## src/rtl/serial_add_ctrl.sv

```systemverilog
// serial_add_ctrl: bit-serial adder sequencer. One full-adder cell (two
// half-adders plus an OR of their carries) is reused for WIDTH cycles to add
// two WIDTH-bit operands LSB first, with a start/busy/done handshake.
// Optional feature macro: SERIAL_ADD_SUB_EN adds a 'sub' input that selects
// A-B (B inverted bit by bit, carry preset to 1).
module serial_add_ctrl #(
  parameter  int WIDTH = 8,
  localparam int CNT_W = $clog2(WIDTH)
) (
  input  logic             clk,
  input  logic             rst,
  input  logic             start,
`ifdef SERIAL_ADD_SUB_EN
  input  logic             sub,
`endif
  input  logic [WIDTH-1:0] a,
  input  logic [WIDTH-1:0] b,
  output logic             busy,
  output logic             done,
  output logic [WIDTH-1:0] sum,
  output logic             cout
);

  typedef enum logic [1:0] {IDLE, RUN, DONE} state_t;

  localparam logic [CNT_W-1:0] LAST = CNT_W'(WIDTH - 1);

  state_t           state_q;
  logic [WIDTH-1:0] a_q, b_q, sum_q;
  logic [CNT_W-1:0] cnt_q;
  logic             carry_q, cout_q, busy_q, done_q;

  // Operand B bit fed to the adder cell; inverted when subtracting.
  logic b_bit;
`ifdef SERIAL_ADD_SUB_EN
  logic sub_q;
  assign b_bit = b_q[0] ^ sub_q;
`else
  assign b_bit = b_q[0];
`endif

  logic ha1_s, ha1_c, ha2_c, bit_d, carry_d;

  // Shared full-adder cell: HA1(A0,B0), HA2(s1,carry), carries ORed.
  always_comb begin
    ha1_s   = a_q[0] ^ b_bit;
    ha1_c   = a_q[0] & b_bit;
    bit_d   = ha1_s ^ carry_q;
    ha2_c   = ha1_s & carry_q;
    carry_d = ha1_c | ha2_c;
  end

  // Sequencer FSM with registered handshake and result outputs.
  always_ff @(posedge clk) begin
    if (rst) begin
      state_q <= IDLE;
      busy_q  <= 1'b0;
      done_q  <= 1'b0;
      sum_q   <= '0;
      cout_q  <= 1'b0;
      cnt_q   <= '0;
      carry_q <= 1'b0;
      a_q     <= '0;
      b_q     <= '0;
`ifdef SERIAL_ADD_SUB_EN
      sub_q   <= 1'b0;
`endif
    end else begin
      case (state_q)
        IDLE: begin
          done_q <= 1'b0;
          if (start) begin
            a_q    <= a;
            b_q    <= b;
            cnt_q  <= '0;
            sum_q  <= '0;   // stale result must not look valid
            cout_q <= 1'b0;
            busy_q <= 1'b1;
`ifdef SERIAL_ADD_SUB_EN
            sub_q   <= sub;
            carry_q <= sub; // +1 of the two's complement of B
`else
            carry_q <= 1'b0;
`endif
            state_q <= RUN;
          end
        end
        RUN: begin
          sum_q   <= {bit_d, sum_q[WIDTH-1:1]};
          a_q     <= a_q >> 1;
          b_q     <= b_q >> 1;
          carry_q <= carry_d;
          cnt_q   <= cnt_q + 1'b1;
          if (cnt_q == LAST) begin
            cout_q  <= carry_d;
            done_q  <= 1'b1;
            state_q <= DONE;
          end
        end
        DONE: begin
          done_q  <= 1'b0;
          busy_q  <= 1'b0;
          state_q <= IDLE;
        end
        default: state_q <= IDLE;
      endcase
    end
  end

  assign busy = busy_q;
  assign done = done_q;
  assign sum  = sum_q;
  assign cout = cout_q;

endmodule

```

## config.mk

```make
export PLATFORM = sky130hd
export DESIGN_NAME = serial_add_ctrl
export DESIGN_NICKNAME = d
export VERILOG_FILES = /design/src/rtl/serial_add_ctrl.sv
export SDC_FILE = /design/constraint.sdc
export NUM_CORES = 1
export LEC_CHECK = 0
export BUFFER_PORTS_ARGS = -buffer_cell sky130_fd_sc_hd__clkbuf_2
export CAP_MARGIN = 20
export CORE_ASPECT_RATIO = 1.25
export CORE_MARGIN = 2
export CORE_UTILIZATION = 45
export DETAILED_ROUTE_END_ITERATION = 16
export GPL_ROUTABILITY_DRIVEN = 0
export PLACE_DENSITY_LB_ADDON = 0.1
export SYNTH_ARGS = -nofsm -noshare
export SYNTH_HDL_FRONTEND = slang
export SYNTH_SLANG_ARGS = --single-unit
```

## constraint.sdc

```tcl
create_clock -name clk -period 2.85 [get_ports clk]
set_clock_uncertainty 0.2 [all_clocks]
set_input_delay 0.57 -clock clk [delete_from_list [all_inputs] [get_ports clk]]
set_output_delay 0.57 -clock clk [all_outputs]
set_load 0.02 [all_outputs]
```

# == Yosys cells after proc, flatten, opt, wreduce, memory -nomap -nowiden ==
# Cells that the tools add are included.
# word_totals
mem_count,0
regBits,33
output_inout_bits,11
ram_bits,0
word_cells,49
input_bits,19
latch_bits,0
rom_bits,0
# classes
div_mod_pow,0
order_cmp,0
add_sub_neg,1
n_eq_ne,5
shift,0
n_reduce_logical,10
bitwise_logic,5
muxes,19
mul,0
# op_table
op,count
$pmux 8 s2,3
$mux 8,3
$pmux 1 s2,4
$reduce_and 2->1,4
$pmux 3 s2,1
$reduce_bool 2->1,3
$mux 1,4
$mux 2,2
$ne 2x2->1 const B,2
$pmux 2 s2,1
$add 3x1->3 const B,1
$eq 3x3->1 const B,1
$mux 3,1
$reduce_and 3->1,1
$and 1x1->1,2
$eq 2x1->1 const B,1
$eq 2x2->1 const B,1
$logic_not 2->1,1
$reduce_or 2->1,1
$xor 1x1->1,2
$or 1x1->1,1

# == Depth between registers and ports, before layout ==
# Gate-level depths: netlist (run 1).
# logic_depth
ltp_word,5
mapped_depth,6

# == Least setup slack after synthesis (run 1) ==
# OpenSTA, ideal clock, no wires.
# synth_path
path_type,input to register
startpoint,in start
endpoint,reg b_q[0]
slack_ps,1380
cell_stages,5
t_required_ps,2504
t_arrival_ps,1124
path_cell_list,o21ba_1 > buf_6 > buf_12 > nor2_2 > a211oi_2
# synth_via
elab_chain_len,2
# synth_rtl
item,line,source
"start, declared",12,"input logic start,"
$ne 2x2->1 (no source line),n/a,
$reduce_and 2->1 (no source line),n/a,
"end signal, assigned",91,b_q <= b_q >> 1;
"end, declared",29,"logic [WIDTH-1:0] a_q, b_q, sum_q;"
# Every way passes these cells.
# A chain may end at the register's enable or synchronous reset.

# == Worst setup path in the final report (run 1) ==
# layout_path
startpoint,reg state_q[0]
endpoint,reg cout_q (netlist: cout)
# layout_via
elab_chain_len,3
# layout_rtl
item,line,source
"start, declared",28,state_t state_q;
"start signal, assigned",56,state_q <= IDLE;
"start signal, assigned",85,state_q <= RUN;
"start signal, assigned",97,state_q <= DONE;
$eq 2x1->1 / $logic_not 2->1 (equally long branches),69,case (state_q)
$ne 2x2->1 (no source line) / $reduce_bool 2->1 (equally long branches),n/a,
$reduce_and 3->1 (no source line),n/a,
"end signal, assigned",95,cout_q <= carry_d;
"end, declared",31,"logic carry_q, cout_q, busy_q, done_q;"
# Parallel ways exist; a longest one is shown, timed or not.

==> out/metrics.yaml, run 1 <==
cp-start-kind: "flop"
wl_per_cell_um: 12.7
grt_first_pass_wirelength_mm: 4.37
endpoint_kind: "flop"
drc: 0
critical-path-top-delay-family: "flip-flops"
post-cts-setup-buffers: 0
synth.avg_cell_area_um2: 10.7
grt_usage: 0.167
fin_crit_ns: 1.89
cts_max_level: 2
hold_buffers: 0
wirelength_mm: 2.55
placed_cell_area_mm2: 0.00158
ys_seq_area_frac: 0.457
maxCapViolCount: 0
power.share.switching: 0.251
cts_buffers: 5
finalHoldViolCount: 0
fin_crit_sh: 0.664
power.density_mw_per_mm2: 590
grt_pass1_vias: 1027
rsz0062_at_grt: "no"
die_area_mm2: 0.00369
rrSetupSlack_ns: 0.96
synth_seq_cells: 33
diodes: 0
reg2reg_to: "cout$_SDFFE_PP0P_"
stdcell_area_mm2: 0.00167
nets: 185
yosys_warnings: 0
status: "completed"
ir_drop_v: 0.000429
timing.slew.headroom: 0.600
path_clk_slew_ns: 0.06
area_growth_pct: 15.1
cts-root-buf: "clkbuf_8"
hold_path.startpoint: "cout$_SDFFE_PP0P_"
cts.sinks: 33
power_frac_comb: 0.131
synthesis.area_mm2: 0.00145
postLayoutCoreUtil: 0.531
tns_ns: 0
die_y_um: 67.4
fmax_ghz: 0.528
worst-path-buf-inv: 1
hold_path_end: "cout$_SDFFE_PP0P_"
power_frac_seq: 0.515
hold_path_depth: 2
die_w_um: 54.7
worst_ep_arrival_time_ns: 1.90
avgViaCountPerCell: 5.32
syn_inst: 135
io_buffers: 29
r2r_start: "state_q[0]$_SDFFE_PP0P_"
p_clk_frac: 0.355
clock_latency_ns: 0.28
start_util: 0.461
required_ns: 2.86
overflow: 0
grt_max_degree: 29
p_int_mw: 0.736
p_switching_mw: 0.246
hpwl_mm: 1.75
p_leak_nw: 0.691
reg2reg_depth: 4
path_cells: "buf_4 -> and2b_1 -> nand3_1 -> a21oi_1"
setup_viol: 0
dr.first_iter.drc_count: 38
vias: 1064
antenna_found_initial: 0
core_mm2: 0.00314
path_max_fanout: 14
cts_resized: 0
drive_above_1_share: 0.368
ant_nets: 0
cts_tree: "yes"
fillCellCount: 299
ctsLongestPathBuffers: 2
slowest_delay_ns: 0.60
slew_viol_final: 0
pin_count: 30
critPathKind: "flop to flop"
min_path_type: "flop to flop"
num_rows: 23
worstMarginPinSlew_ns: 0.600
crit_path_top_delay_cell: "dfxtp_1"
synth_cell_types: 26
synth_fp_nets: 157
drt_pass1_iterations: 4
power groups by stage:
stage / Clock (mW) / Combinational, mW / Sequential [mW]
after floorplan: 0 / 0.111 / 0.512
after global placement: 0 / 0.126 / 0.516
after detailed placement: 0 / 0.129 / 0.517
after CTS: 0.359 / 0.130 / 0.506
after global routing: 0.382 / 0.143 / 0.509
final: 0.348 / 0.128 / 0.506
routing by layer:
layer | global-route usage | vias to the layer above | part of all wire
met4 | 0.0656 | 0 | 0.014
met3 | 0.0686 | 4 | 0.049
met2 | 0.295 | 19 | 0.50
li1 | - | 536 | -
met1 | 0.168 | 505 | 0.44
met5 | 0 | - | 0
registers in the layout (all words and copies together) (netlist names):
signal   count
sum          8
a_q          8
cnt_q        3
carry_q      1
busy         1
cout         1
b_q          8
done         1
state_q      2
how the worst max path moves through the flow:
stage | from | endpoint | depth (start not counted)
6_report | state_q[0]$_SDFFE_PP0P_ | cout$_SDFFE_PP0P_ | 4
5_1_grt | state_q[0]$_SDFFE_PP0P_ | sum[1]$_SDFFE_PP0P_ | 4
4_1_cts | state_q[0]$_SDFFE_PP0P_ | cout$_SDFFE_PP0P_ | 4
3_5_place_dp | state_q[0]$_SDFFE_PP0P_ | cout$_SDFFE_PP0P_ | 4
3_3_place_gp | state_q[0]$_SDFFE_PP0P_ | cout$_SDFFE_PP0P_ | 4
2_1_floorplan | start | b_q[0]$_SDFFE_PP0P_ | 5
logic make-up (layout without fill, tap and decap cells):
kind of cell | after synthesis | count (layout) | share of synthesized area
simple gates | 36 | 36 | 0.119
compound gates | 34 | 34 | 0.225
flops | 33 | 33 | 0.457
mux | 15 | 15 | 0.104
buf+inv | 14 | 42 | 0.0640
fa+ha+maj | 3 | 3 | 0.0311
cells in the mapped netlist:
cell / number / area, um2
nand3_1: 1 / 5.00
o21ba_1: 1 / 10.0
buf_2: 4 / 20.0
nor2_1: 22 / 82.6
a21oi_1: 3 / 15.0
a22oi_1: 13 / 97.6
and2b_1: 1 / 7.51
inv_1: 3 / 11.3
buf_4: 1 / 7.51
nor2_2: 6 / 37.5
buf_12: 1 / 20.0
buf_6: 2 / 22.5
o21bai_2: 1 / 11.3
mux2i_1: 15 / 150
nor2b_1: 1 / 6.26
nor3_1: 1 / 5.00
ha_1: 2 / 25.0
dfxtp_1: 33 / 661
buf_1: 1 / 3.75
o221a_2: 1 / 11.3
nor3b_1: 3 / 22.5
o21ai_0: 1 / 5.00
and3_1: 1 / 6.26
a211oi_2: 14 / 175
fa_1: 1 / 20.0
clkbuf_1: 2 / 7.51
metrics by stage:
step	worst slack, ns	power, mW	std cells	hold WS (ns)
global placement	1.05	0.642	193	0.273
floorplan	1.38	0.623	135	0.277
global route	0.817	1.03	200	0.317
detailed placement	0.986	0.646	193	0.285
CTS	0.964	0.996	200	0.294
finish	0.956	0.983	200	0.296
placed cells by master, fill, tap and decap left out, types with 3 or more instances in the layout:
master	count
a211oi_2	14
a21oi_1	3
a22oi_1	13
buf_4	3
clkbuf_2	29
clkbuf_8	6
dfxtp_1	33
inv_1	3
mux2i_1	15
nor2_1	22
nor2_2	6
nor3b_1	3
worst reg2reg max path, cell delays in order, from the launching register on:
cell and delay [ns]:
dfxtp_1 0.60, buf_4 0.32, and2b_1 0.44, nand3_1 0.13
a21oi_1 0.13
cell type report:
type,count,area [um2],share of cell area
Multi-Input combinational cell,88,693,0.416
Timing Repair Buffer,32,168,0.101
Inverter,3,11.3,0.00676
Tap cell,37,46.3,0.0278
Clock buffer,7,86.3,0.0518
Sequential cell,33,661,0.397
Note: power is estimated with default switching activity, not from simulation.
==> run 2, diff against run 1 <==
clock period = 1.62 ns   (was 2.85 ns; I/O delays follow)
==> out/metrics.yaml, run 2 (synthesis gave the netlist of run 1 again) <==
cts_resized: 0  # unchanged
cts-root-buf: "clkbuf_8"
critPathKind: "flop to flop"
grt_usage: 0.166  # -0.000225
hpwl_mm: 1.86  # +6.1%
drive_above_1_share: 0.382  # +0.0137
timing.slew.headroom: 0.625  # +0.0248
wl_per_cell_um: 13.0  # +1.8%
die_area_mm2: 0.00369  # unchanged
fin_ws_ns: 0.135  # -0.821 ns
path_clk_slew_ns: 0.06  # about the same
clock_latency_ns: 0.29  # about the same
dr.first_iter.drc_count: 14  # -63%
core_mm2: 0.00314  # unchanged
num_rows: 23  # unchanged
power_frac_seq: 0.489  # -0.026
required_ns: 1.64  # -1.22 ns
pin_count: 30  # unchanged
ant_nets: 0  # unchanged
power.share.switching: 0.253  # +0.00241
tns_ns: 0  # unchanged
avgViaCountPerCell: 5.37  # +0.87%
finalHoldViolCount: 0  # unchanged
dp_slack_ns: 0.0863  # -0.899 ns
wirelength_mm: 2.62  # +2.8%
drt_pass1_iterations: 3  # -1
p_clk_frac: 0.377  # +0.022
p_int_mw: 1.35  # +84%
power_frac_comb: 0.134  # +0.003
min_path_type: "input pin to flop"
maxCapViolCount: 0  # unchanged
cts.sinks: 33  # unchanged
power.density_mw_per_mm2: 1060  # +79%
path_max_fanout: 5  # -9
placed_cell_area_mm2: 0.00161  # +2.1%
cts_tree: "yes"
fmax_ghz: 0.673  # +28%
drc: 0  # unchanged
slowest_delay_ns: 0.32  # -0.28 ns
cts_max_level: 2  # unchanged
slew_viol_final: 0  # unchanged
fin_crit_sh: 0.917  # +0.252
crit_path_top_delay_cell: "dfxtp_1"
setup_viol: 0  # unchanged
grt_pass1_vias: 1031  # +0.39%
grt_first_pass_wirelength_mm: 4.32  # -1.1%
cts_buffers: 5  # unchanged
die_y_um: 67.4  # unchanged
diodes: 0  # unchanged
cp-start-kind: "flop"
grt_max_degree: 29  # unchanged
hold_buffers: 0  # unchanged
crit_top_cell: "ha_1"
post-cts-setup-buffers: 0  # unchanged
die_w_um: 54.7  # unchanged
antenna_found_initial: 0  # unchanged
final_cell_mix: "dfxtp_1, clkbuf_2, nor2_1"
ctsLongestPathBuffers: 2  # unchanged
multi_input_area_um2: 693  # unchanged
regArea_um2: 661  # unchanged
overflow: 0  # unchanged
fillCellCount: 314  # +5.0%
vias: 1084  # +1.9%
area_growth_pct: 18.4
p_leak_nw: 0.716  # +3.6%
final_common_cell: "dfxtp_1"
ir_drop_v: 0.000637  # +49%
io_buffers: 29  # unchanged
p_switching_mw: 0.458  # +86%
worstMarginPinSlew_ns: 0.563  # -0.0372 ns
endpoint_kind: "flop"
fin_crit_ns: 1.49  # -0.409 ns
status: "completed"
worst_ep_arrival_time_ns: 1.50  # -0.40 ns
path_cells: "ha_1 -> ha_1 -> nor3b_1 -> o21ai_0 -> a21oi_1"
stdcell_area_mm2: 0.00171  # +2.9%
start_util: 0.461  # unchanged
nets: 186  # +0.54%
rsz0062_at_grt: "no"
run 2: cell types whose count changed in the layout (fill, tap and decap cells not counted), sizes merged:
| cell | change |
|---|---|
| clkinv | +1 |
| buf | +1 |
run 2: path summary, 6_finish.rpt:
path | to | start | cells past startpoint | slack [ns]
hold reg to reg | cout$_SDFFE_PP0P_ | cout$_SDFFE_PP0P_ | 2 | 0.29
hold / removal | b_q[7]$_SDFFE_PP0P_ | b[7] | 3 | 0.09
setup / recovery | cout$_SDFFE_PP0P_ | cnt_q[0]$_SDFFE_PP0P_ | 5 | 0.13
setup reg to reg | cout$_SDFFE_PP0P_ | cnt_q[0]$_SDFFE_PP0P_ | 5 | 0.13
run 2: cell type report:
type | count | share of cell area
clock buffers | 7 | 0.0562
well taps | 37 | 0.0270
inverters | 3 | 0.00657
multi-input cells | 88 | 0.405
flip-flops and latches | 33 | 0.386
clock inverters | 1 | 0.00292
repair buffers | 33 | 0.117
run 2: metal layers:
layer  routed length [um]  track usage
met1                 1080        0.179
met2                 1370        0.272
met3                  116       0.0686
met4                   55       0.0844
met5                    0            0
run 2: stage by stage:
step	util	power (mW)	hold slack [ns]	instances
global route	0.546	1.90	0.0898	202
detailed placement	0.514	1.15	0.281	194
CTS	0.546	1.83	0.0907	202
floorplan	-	1.10	0.200	135
global placement	0.514	1.14	0.280	194
finish	0.546	1.81	0.0888	202
run 2: power groups by stage:
| stage | combinational (mW) | sequential, mW | clock (mW) |
|---|---|---|---|
| 3_5_place_dp | 0.247 | 0.905 | 0 |
| 5_1_grt | 0.268 | 0.892 | 0.742 |
| 3_3_place_gp | 0.239 | 0.903 | 0 |
| 2_1_floorplan | 0.195 | 0.901 | 0 |
| 4_1_cts | 0.248 | 0.887 | 0.699 |
| 6_report | 0.243 | 0.886 | 0.682 |
run 2: worst max-delay path: cells and delay by family, from the launching register on:
kind / cells / cell delay (ns)
and+or+nand+nor: 1 / 0.20
AOI/OAI and AO/OA: 2 / 0.26
adders and majority gates: 2 / 0.44
DFF: 1 / 0.32
==> run 3, diff against run 2 <==
==> constraint.sdc (replaced) <==
create_clock -name clk -period 1.8 [get_ports clk]
set_clock_uncertainty 0.2 [all_clocks]
set_input_delay 0.09 -clock clk [delete_from_list [all_inputs] [get_ports clk]]
set_output_delay 0.09 -clock clk [all_outputs]
set_load 0.02 [all_outputs]
==> out/metrics.yaml, run 3 (synthesis gave the netlist of run 1 again) <==
power.share.switching: 0.253  # about the same
stdcell_area_mm2: 0.00187  # +9.2%
slowest_delay_ns: 0.51  # +0.19 ns
hold_path_end: "state_q[0]$_SDFFE_PP0P_"
grt_usage: 0.166  # -0.000299
fmax_ghz: 0.676  # +0.44%
reg2reg_to: "cout$_SDFFE_PP0P_"
post-cts-setup-buffers: 0  # unchanged
cp-start-kind: "flop"
ctsLongestPathBuffers: 2  # unchanged
power.density_mw_per_mm2: 886  # -16%
p_leak_nw: 0.783  # +9.3%
min_path_type: "input pin to flop"
timing.slew.headroom: 0.607  # -0.0177
power_frac_seq: 0.481  # -0.008
path_cells: "o21bai_2 -> o21ai_0 -> a21oi_1"
final_cell_mix: "dfxtp_1, clkbuf_2, nor2_1"
tns_ns: 0  # unchanged
r2r_start: "state_q[0]$_SDFFE_PP0P_"
finalPower_mw: 1.66  # -8.4%
reg2reg_depth: 3  # -2
overflow: 0  # unchanged
crit_path_top_delay_cell: "o21bai_2"
dp_cells: 194  # unchanged
fin_crit_ns: 1.48  # -0.00649 ns
grt_first_pass_wirelength_mm: 4.35  # +0.79%
diodes: 0  # unchanged
hold_path.startpoint: "start"
critical-path-top-delay-family: "compound AO/OA/AOI/OAI gates"
grt_max_degree: 29  # unchanged
hold_path_depth: 4  # +1
final_cells: 219  # +8.4%
avgViaCountPerCell: 5.24  # -2.3%
worst-path-buf-inv: 0  # unchanged
rsz0062_at_grt: "no"
io_buffers: 29  # unchanged
die_y_um: 67.4  # unchanged
cts.sinks: 33  # unchanged
fillCellCount: 284  # -9.6%
setup_viol: 0  # unchanged
path_max_fanout: 15  # +10
die_area_mm2: 0.00369  # unchanged
p_switching_mw: 0.419  # -8.5%
grt_pass1_vias: 1045  # +1.4%
antenna_found_initial: 0  # unchanged
wirelength_mm: 2.65  # +0.99%
maxCapViolCount: 0  # unchanged
dr.first_iter.drc_count: 34  # +20
final_common_cell: "dfxtp_1"
nets: 203  # +9.1%
num_rows: 23  # unchanged
slew_viol_final: 0  # unchanged
status: "completed"
dp_slack_ns: 0.357  # +0.271 ns
drt_pass1_iterations: 4  # +1
start_util: 0.461  # unchanged
multi_input_area_um2: 693  # unchanged
die_w_um: 54.7  # unchanged
vias: 1148  # +5.9%
worst_ep_arrival_time_ns: 1.50  # about the same
p_int_mw: 1.24  # -8.4%
fin_ws_ns: 0.321  # +0.186 ns
hpwl_mm: 1.78  # -4.2%
rrSetupSlack_ns: 0.32  # +0.19 ns
cts_tree: "yes"
area_growth_pct: 29.3
power_frac_comb: 0.148  # +0.014
ant_nets: 0  # unchanged
regArea_um2: 661  # unchanged
core_mm2: 0.00314  # unchanged
endpoint_kind: "flop"
drc: 0  # unchanged
startpoint: "state_q[0]$_SDFFE_PP0P_"
placed_cell_area_mm2: 0.00160  # -0.78%
cts_max_level: 2  # unchanged
cts_buffers: 5  # unchanged
finalHoldViolCount: 0  # unchanged
pin_count: 30  # unchanged
p_clk_frac: 0.372  # -0.005
critPathKind: "flop to flop"
clock_latency_ns: 0.28  # about the same
fin_crit_sh: 0.821  # -0.0953
path_clk_slew_ns: 0.07  # about the same
drive_above_1_share: 0.346  # -0.0357
ir_drop_v: 0.000744  # +17%
cts_resized: 0  # unchanged
wl_per_cell_um: 12.1  # -6.8%
cts-root-buf: "clkbuf_8"
worstMarginPinSlew_ns: 0.589  # +0.0265 ns
required_ns: 1.82  # +0.18 ns
[run 3: worst register-to-register path, cell delays in order, from the launching register on]
cell and delay, ns:
dfxtp_1 0.36, o21bai_2 0.52, o21ai_0 0.18, a21oi_1 0.16
[run 3: cell type report]
| type | count | area share |
|---|---|---|
| well taps | 37 | 0.0247 |
| clock inverters | 1 | 0.00268 |
| clock buffers | 7 | 0.0515 |
| repair buffers | 50 | 0.191 |
| inverters | 3 | 0.00602 |
| multi-input cells | 88 | 0.371 |
| flip-flops and latches | 33 | 0.353 |
[run 3: per-stage QoR]
stage | hold WS (ns) | utilization
after floorplan | -0.0339 | -
after global placement | 0.149 | 0.510
after detailed placement | 0.153 | 0.510
after CTS | 0.0724 | 0.596
after global routing | 0.0974 | 0.596
final | 0.0744 | 0.596
[run 3: worst max path at each step]
stage                   endpoint  slack [ns]  depth (start not counted)
3_5_place_dp   cout$_SDFFE_PP0P_        0.36                          3
2_1_floorplan  cout$_SDFFE_PP0P_        0.46                          5
5_1_grt        cout$_SDFFE_PP0P_        0.19                          3
6_report       cout$_SDFFE_PP0P_        0.32                          3
3_3_place_gp   cout$_SDFFE_PP0P_        0.35                          5
4_1_cts        cout$_SDFFE_PP0P_        0.34                          3
[run 3: routing by layer]
layer	GRT usage	vias to the layer above	routed length, um
li1	-	570	-
met1	0.173	557	1120
met2	0.284	21	1420
met3	0.0664	0	102
met4	0.0750	0	0
met5	0	-	0
[run 3: power groups by stage]
stage,sequential (mW),clock [mW],combinational [mW]
after CTS,0.798,0.641,0.248
after detailed placement,0.814,0,0.219
after floorplan,0.811,0,0.176
after global routing,0.803,0.665,0.269
after global placement,0.812,0,0.211
final,0.797,0.616,0.245
[run 3: timing repair]
action	CTS	global route
hold buffers	17	0
endpoints found under the hold margin	17	0
endpoints found under the setup margin	0	0
